<file path="config.mk">
export PLATFORM = sky130hd
export DESIGN_NAME = int_sync_crossing_source_stretch_flat
export DESIGN_NICKNAME = d
export VERILOG_FILES = /design/src/rtl/int_sync_crossing_source_stretch_if.sv /design/src/rtl/int_sync_crossing_source_stretch.sv /design/src/flat_wrapper.sv
export SDC_FILE = /design/constraint.sdc
export NUM_CORES = 1
export LEC_CHECK = 0
export ABC_AREA = 1
export BUFFER_PORTS_ARGS = -buffer_cell sky130_fd_sc_hd__buf_2
export CORE_AREA = 5 5 42 44
export CTS_CLUSTER_DIAMETER = 150
export DETAILED_ROUTE_END_ITERATION = 6
export DIE_AREA = 0 0 47 49
export SLEW_MARGIN = 25
export SYNTH_ARGS = -nofsm -noshare
export SYNTH_HDL_FRONTEND = slang
export SYNTH_SLANG_ARGS = --single-unit
export TNS_END_PERCENT = 10
</file>
<file path="constraint.sdc">
create_clock -name clock -period 0.8 [get_ports clock]
set_input_delay 0.04 -clock clock [delete_from_list [all_inputs] [get_ports clock]]
set_output_delay 0.04 -clock clock [all_outputs]
set_load 0.05 [all_outputs]
</file>
<file path="src/rtl/int_sync_crossing_source_stretch_if.sv">
// Interrupt lines between the producers, the source-side register stage and software-visible flags.
interface int_sync_crossing_source_stretch_if #(
    parameter int N = 2
);
    logic [N-1:0] auto_in;
    logic [N-1:0] io_mask;
    logic [N-1:0] io_merged_clr;
    logic [N-1:0] auto_out_sync;
    logic [N-1:0] io_merged;

    modport master (
        output auto_in,
        output io_mask,
        output io_merged_clr,
        input  auto_out_sync,
        input  io_merged
    );

    modport slave (
        input  auto_in,
        input  io_mask,
        input  io_merged_clr,
        output auto_out_sync,
        output io_merged
    );
endinterface

</file>
<file path="src/rtl/int_sync_crossing_source_stretch.sv">
// Registers N interrupt lines before an async sink; edge channels stretch rising edges to STRETCH cycles.
// Latency 1 cycle from input to output; no backpressure, lines are free-running.
module int_sync_crossing_source_stretch #(
    parameter int             N         = 2,
    parameter logic [N-1:0]   EDGE_MASK = '0,
    parameter int             STRETCH   = 4
) (
    input  logic                                clock,
    input  logic                                reset,
    int_sync_crossing_source_stretch_if.slave   bus
);
    localparam int            CW       = $clog2(STRETCH + 1);
    localparam logic [CW-1:0] CNT_LOAD = CW'(STRETCH);
    localparam logic [CW-1:0] CNT_ONE  = CW'(1);

    for (genvar i = 0; i < N; i++) begin : g_ch
        logic out_r;
        logic merged_r;

        assign bus.auto_out_sync[i] = out_r;
        assign bus.io_merged[i]     = merged_r;

        if (EDGE_MASK[i]) begin : g_edge
            logic          in_q;
            logic [CW-1:0] cnt;
            logic          rise;
            logic          merged_set;

            assign rise       = bus.auto_in[i] & ~in_q;
            // An edge landing inside a live stretch window is folded into it; record that.
            assign merged_set = ~bus.io_mask[i] & rise & (cnt != '0);

            always_ff @(posedge clock or posedge reset) begin
                if (reset) begin
                    in_q     <= 1'b0;
                    cnt      <= '0;
                    out_r    <= 1'b0;
                    merged_r <= 1'b0;
                end else begin
                    in_q     <= bus.auto_in[i];
                    merged_r <= merged_set | (merged_r & ~bus.io_merged_clr[i]);
                    if (bus.io_mask[i]) begin
                        cnt   <= '0;
                        out_r <= 1'b0;
                    end else if (rise) begin
                        cnt   <= CNT_LOAD;
                        out_r <= 1'b1;
                    end else if (cnt != '0) begin
                        cnt   <= cnt - CNT_ONE;
                        out_r <= (cnt != CNT_ONE);
                    end else begin
                        out_r <= 1'b0;
                    end
                end
            end
        end else begin : g_level
            always_ff @(posedge clock or posedge reset) begin
                if (reset) begin
                    out_r    <= 1'b0;
                    merged_r <= 1'b0;
                end else begin
                    out_r    <= bus.auto_in[i] & ~bus.io_mask[i];
                    merged_r <= merged_r & ~bus.io_merged_clr[i];
                end
            end
        end
    end
endmodule

</file>
<file path="src/flat_wrapper.sv">
// flat-port wrapper written by rule: the top's interface ports become plain ports
module int_sync_crossing_source_stretch_flat 
#(
    parameter int             N         = 2,
    parameter logic [N-1:0]   EDGE_MASK = '0,
    parameter int             STRETCH   = 4
)
  (clock, reset, bus_auto_in, bus_io_mask, bus_io_merged_clr, bus_auto_out_sync, bus_io_merged);
  int_sync_crossing_source_stretch_if #(.N(N)) bus_i ();
  input  logic clock;
  input  logic reset;
  input wire logic [$bits(bus_i.auto_in)-1:0] bus_auto_in;
  input wire logic [$bits(bus_i.io_mask)-1:0] bus_io_mask;
  input wire logic [$bits(bus_i.io_merged_clr)-1:0] bus_io_merged_clr;
  output wire logic [$bits(bus_i.auto_out_sync)-1:0] bus_auto_out_sync;
  output wire logic [$bits(bus_i.io_merged)-1:0] bus_io_merged;
  assign bus_i.auto_in = bus_auto_in;
  assign bus_i.io_mask = bus_io_mask;
  assign bus_i.io_merged_clr = bus_io_merged_clr;
  assign bus_auto_out_sync = bus_i.auto_out_sync;
  assign bus_io_merged = bus_i.io_merged;
  int_sync_crossing_source_stretch #(.N(N), .EDGE_MASK(EDGE_MASK), .STRETCH(STRETCH)) u_core (.clock(clock), .reset(reset), .bus(bus_i));
endmodule
</file>
==> results of run 1 <==
==> sequential cells by signal (all words and copies together), names as in the netlist <==
| register | count |
|---|---|
| u_core.g_ch.out_r | 2 |
| u_core.g_ch.merged_r | 2 |
==> placed cells by master, fill, tap and decap left out <==
cell type      synthesis  layout
buf_2                  0       7
buf_4                  4       1
buf_6                  0       4
clkbuf_4               0       3
dfrtp_1                4       4
dlygate4sd3_1          0       5
inv_1                  5       5
nor2_2                 4       4
==> final timing paths <==
check / to
worst max-delay path: bus_io_merged[1]
worst min-delay path: u_core.g_ch[1].out_r
worst max register to register: u_core.g_ch[1].merged_r
worst min register to register: u_core.g_ch[0].merged_r
max in group asynchronous: u_core.g_ch[1].out_r
min in group asynchronous: u_core.g_ch[1].merged_r
==> cells by family after synthesis <==
group	count (synthesis)
buf+inv	9
flops	4
simple gates	4
==> power groups by stage <==
stage	Sequential, uW	Clock, uW	Combinational [uW]
after detailed placement	212	0	53.0
after global placement	212	0	52.6
after CTS	211	254	78.2
after floorplan	212	0	36.2
final	211	240	77.0
after global routing	211	262	82.3
==> cell type report <==
cell class / instances / share of cell area, %
clock buffer: 3 / 6.95
timing repair buffer: 17 / 42.5
sequential: 4 / 30.9
tap: 16 / 6.18
multi-input combinational: 4 / 7.72
inverter: 5 / 5.79
==> synth_stat cells (all sizes together) <==
cell / count
dfrtp: 4
inv: 5
nor2: 4
buf: 4
==> routing by layer <==
layer	GRT usage, %	routed length, um	vias up
met1	1.54	79	64
met3	1.11	40	2
met2	5.20	219	8
li1	-	-	75
met5	0	0	-
met4	8.29	26	0
==> what timing repair did <==
item,in CTS,in global routing
setup endpoints to repair,4,3
setup buffers,0,1
pin swaps,0,0
endpoints found under the hold margin,8,0
gates resized for setup,8,0
hold buffers,5,0
==> stage by stage <==
step                cells  instance area, um2  TNS [ns]
floorplan              17                 174         0
global placement       40                 219         0
detailed placement     40                 219         0
CTS                    48                 317   -0.0367
global route           49                 324   -0.0552
finish                 49                 324   -0.0199
==> impl_metrics.toml, run 1 <==
[timing]
slew_viol_final = 0
holdWs_ns = 0.0207
fin_crit_ns = 0.812
finClkSkew_ns = 0
finalWorstSetupSlack_ns = -0.0121
finalSetupViolCount = 2
tightestPinTransition_ns = 0.150
slew_headroom_pct = 90.0
finalCritPeriodShare_pct = 102
hold_violations = 0
max_freq_mhz = 1230
rsz0062_at_grt = "yes"

[synthesis]
yosysTopAreaCell = "dfrtp_1"
postSynthNetCount = 25
synth_mux_area_share_pct = 0
synth_top_area_share_pct = 57.6
postSynthAreaPerCell_um2 = 10.2
ys_ff_latch = 4
netlist_instances = 17
yosys_warnings = 0
synth_top_family_by_area = "buffers and inverters"
synth.cell_area_um2 = 174
ys_top_cells_by_area = "dfrtp_1 58%, buf_4 17%, nor2_2 14%"
synth_cell_types = 4
synth-xor-area-share_pct = 0
synth-simple-area-share_pct = 14.4
synth-compound-area-share_pct = 0
synthAdderAreaFrac_pct = 0
yosysSeqAreaShare_pct = 57.6

[setup_path]
critPathCaptureType = "output port"
crit_type = "flop to output port"
required_ns = 0.76
crit_buf_inv = 1
crit_chain = "buf_6"
r2r_slack_ns = 0.09
crit_path_start = "u_core.g_ch[1].merged_r"
crit_arrival_ns = 0.77
cp.depth = 1
slowest_delay_ns = 0.38
cp_slowest_cell = "dfrtp_1"
start_kind = "flop"
cp_top_family = "flip-flops"
r2r_start = "u_core.g_ch[1].merged_r"
worstPathMaxFanout = 2
r2r_cells = 3

[finish]
seqCellArea_um2 = 100
fillers = 162
fin_util_pct = 23.1
final_layout_size_suffix_gt1_share_pct = 57.6
multiInputGateArea_um2 = 25.0
antenna_cells = 0
areaGrowthSynthToFinish_pct = 86.3
nNetsFinal = 43

[global_route]
grt_antenna_before_repair = 0
grt_pass1_wl_um = 476
gr-total-overflow = 0
grt_max_degree = 5
gr-usage-all-layers_pct = 3.59
first_global_vias = 156

[clocking]
cts_buffers = 3
htree_levels = 1
ctsLongestPathBuffers = 2
clockRootBuffer = "clkbuf_4"
clk_latency_ns = 0.23
cts.sinks = 4
clkTransAtPathRegs_ns = 0.04
cts_tree = "yes"

[detailed_routing]
ant_nets = 0
routed_wl_um = 366
drtIter0Drc = 0
dr_total_vias = 149
vias_per_cell = 3.04
wire_per_inst_um = 7.47
first_pass_iters = 1
drc = 0

[power_and_ir_drop]
p_per_area_nw_per_um2 = 1630
switching_share_pct = 21.0
power_frac_seq_pct = 40.0
power_switching_uw = 111
clkPwrFrac_pct = 45.4
peakVddDrop_mv = 0.257
internal_power_uw = 417
power.leakage_uw = 0.000170
pwr-share-comb_pct = 14.6
total_power_uw = 528

[min_path]
hold_path_class = "input port to flop"
whs_path_depth = 3
worstHoldStart = "bus_auto_in[1]"

[status]
outcome = "complete, but fails checks"
violations = "negative setup slack"

[floorplan]
die_w_um = 47
fp.coreArea_um2 = 1400
die_area_um2 = 2300
rows = 14
die_h_um = 49
start_util_pct = 12.4
boundaryPins = 12

[run]
max_cap_violations = 0

[placement]
port-buffer-count = 11
place_ws_ns = 0.176
place_congestion = 0.522
No activity file was read; power rests on OpenSTA's default activity.
==> run 2, diff against run 1 <==
--- a/config.mk
+++ b/config.mk
@@ -7,10 +7,10 @@
 export LEC_CHECK = 0
 export ABC_AREA = 1
 export BUFFER_PORTS_ARGS = -buffer_cell sky130_fd_sc_hd__buf_2
-export CORE_AREA = 5 5 42 44
+export CORE_AREA = 2 2 39 41
 export CTS_CLUSTER_DIAMETER = 150
 export DETAILED_ROUTE_END_ITERATION = 6
-export DIE_AREA = 0 0 47 49
+export DIE_AREA = 0 0 41 43
 export SLEW_MARGIN = 25
 export SYNTH_ARGS = -nofsm -noshare
 export SYNTH_HDL_FRONTEND = slang
==> impl_metrics.toml, run 2 (synthesis gave the netlist of run 1 again) <==
[setup_path]
r2r_cells = 3
crit_buf_inv = 1
start_kind = "flop"
crit_type = "flop to output port"
required_ns = 0.76
worstPathMaxFanout = 2
cp.depth = 1
slowest_delay_ns = 0.38
cp_slowest_cell = "dfrtp_1"
crit_chain = "buf_6"
crit_arrival_ns = 0.76
critPathCaptureType = "output port"
cp_top_family = "flip-flops"

[clocking]
cts_tree = "yes"
cts_buffers = 3
clkTransAtPathRegs_ns = 0.04
clockRootBuffer = "clkbuf_4"
ctsLongestPathBuffers = 2
htree_levels = 1
cts.sinks = 4
clk_latency_ns = 0.23

[global_route]
gr-usage-all-layers_pct = 5.23
first_global_vias = 160
grt_max_degree = 5
grt_pass1_wl_um = 517
gr-total-overflow = 0
grt_antenna_before_repair = 0

[timing]
finalCritPeriodShare_pct = 100
finalSetupViolCount = 1
fin_crit_ns = 0.801
slew_viol_final = 0
finClkSkew_ns = 0
max_freq_mhz = 1250
hold_violations = 0
slew_headroom_pct = 90.6
tightestPinTransition_ns = 0.141
rsz0062_at_grt = "yes"
holdWs_ns = 0.0230
finalWorstSetupSlack_ns = -0.00149

[power_and_ir_drop]
total_power_uw = 531
p_per_area_nw_per_um2 = 1640
power.leakage_uw = 0.000170
peakVddDrop_mv = 0.262

[floorplan]
die_w_um = 41
die_area_um2 = 1760
die_h_um = 43
fp.coreArea_um2 = 1380
boundaryPins = 12
start_util_pct = 12.6
rows = 14

[placement]
place_congestion = 0.526
port-buffer-count = 11
hpwl_um = 233

[status]
violations = "negative setup slack"
outcome = "complete, but fails checks"

[finish]
areaGrowthSynthToFinish_pct = 86.3
fillers = 156
reg_top3 = "u_core.g_ch.merged_r: 2 flops, u_core.g_ch.out_r: 2 flops"
final_common_cell = "buf_2"
mostFrequentLayoutCells = "7 x buf_2, 5 x inv_1, 5 x dlygate4sd3_1"
final_layout_size_suffix_gt1_share_pct = 57.6
nNetsFinal = 43
antenna_cells = 0

[detailed_routing]
vias_per_cell = 2.98
wire_per_inst_um = 6.61
first_pass_iters = 1
drtIter0Drc = 0
dr_total_vias = 146
routed_wl_um = 324
drc = 0
ant_nets = 0

[min_path]
hold_path_class = "input port to flop"
whs_path_depth = 3

[run]
max_cap_violations = 0
## run 2: tightest hold or removal path, delay by kind of cell
kind	cells	cell delay [ns]
buf+inv	2	0.12
simple gates	1	0.06
## run 2: path summary, 6_finish.rpt
path                            slack, ns                     from                      end
worst max-delay path               -0.001  u_core.g_ch[1].merged_r         bus_io_merged[1]
worst min-delay path                 0.02           bus_auto_in[1]     u_core.g_ch[1].out_r
worst max register to register       0.10  u_core.g_ch[1].merged_r  u_core.g_ch[1].merged_r
worst min register to register       0.51  u_core.g_ch[0].merged_r  u_core.g_ch[0].merged_r
max in group asynchronous            0.43                    reset     u_core.g_ch[1].out_r
min in group asynchronous            0.23                    reset  u_core.g_ch[1].merged_r
## run 2: what timing repair did
| item | 4_1_cts | 5_1_grt |
|---|---|---|
| buffers inserted | 0 | 1 |
| setup endpoints to repair | 4 | 3 |
| gates resized for setup | 8 | 0 |
| hold endpoints to repair | 8 | 0 |
| hold buffers | 5 | 0 |
## run 2: per-layer routing
metal | global-route usage [%] | share of wire (%) | vias to the layer above
met3 | 0 | 5.6 | 0
met2 | 7.50 | 65 | 5
li1 | - | - | 75
met1 | 3.23 | 29 | 66
met4 | 12.0 | 0 | 0
met5 | 0 | 0 | -
## run 2: layout make-up
type	instances	area, um2	share of cell area [%]
Clock buffer	3	22.5	6.95
Inverter	5	18.8	5.79
Multi-Input combinational cell	4	25.0	7.72
Sequential cell	4	100	30.9
Tap cell	16	20.0	6.18
Timing Repair Buffer	17	138	42.5
## run 2: where the power goes
group          switching, uW  internal (uW)  total (uW)
Clock                   74.9            167         242
Sequential              2.16            209         211
Combinational           37.1           41.0        78.1
## run 2: per-stage QoR
stage / TNS, ns / util [%] / cells / area, um2 / worst slack, ns
2_1_floorplan: 0 / - / 17 / 174 / 0.226
3_3_place_gp: 0 / 15.8 / 40 / 219 / 0.182
3_5_place_dp: 0 / 15.8 / 40 / 219 / 0.184
4_1_cts: -0.0326 / 22.9 / 48 / 317 / -0.0179
5_1_grt: -0.0462 / 23.4 / 49 / 324 / -0.0226
6_report: -0.00149 / 23.4 / 49 / 324 / -0.00149
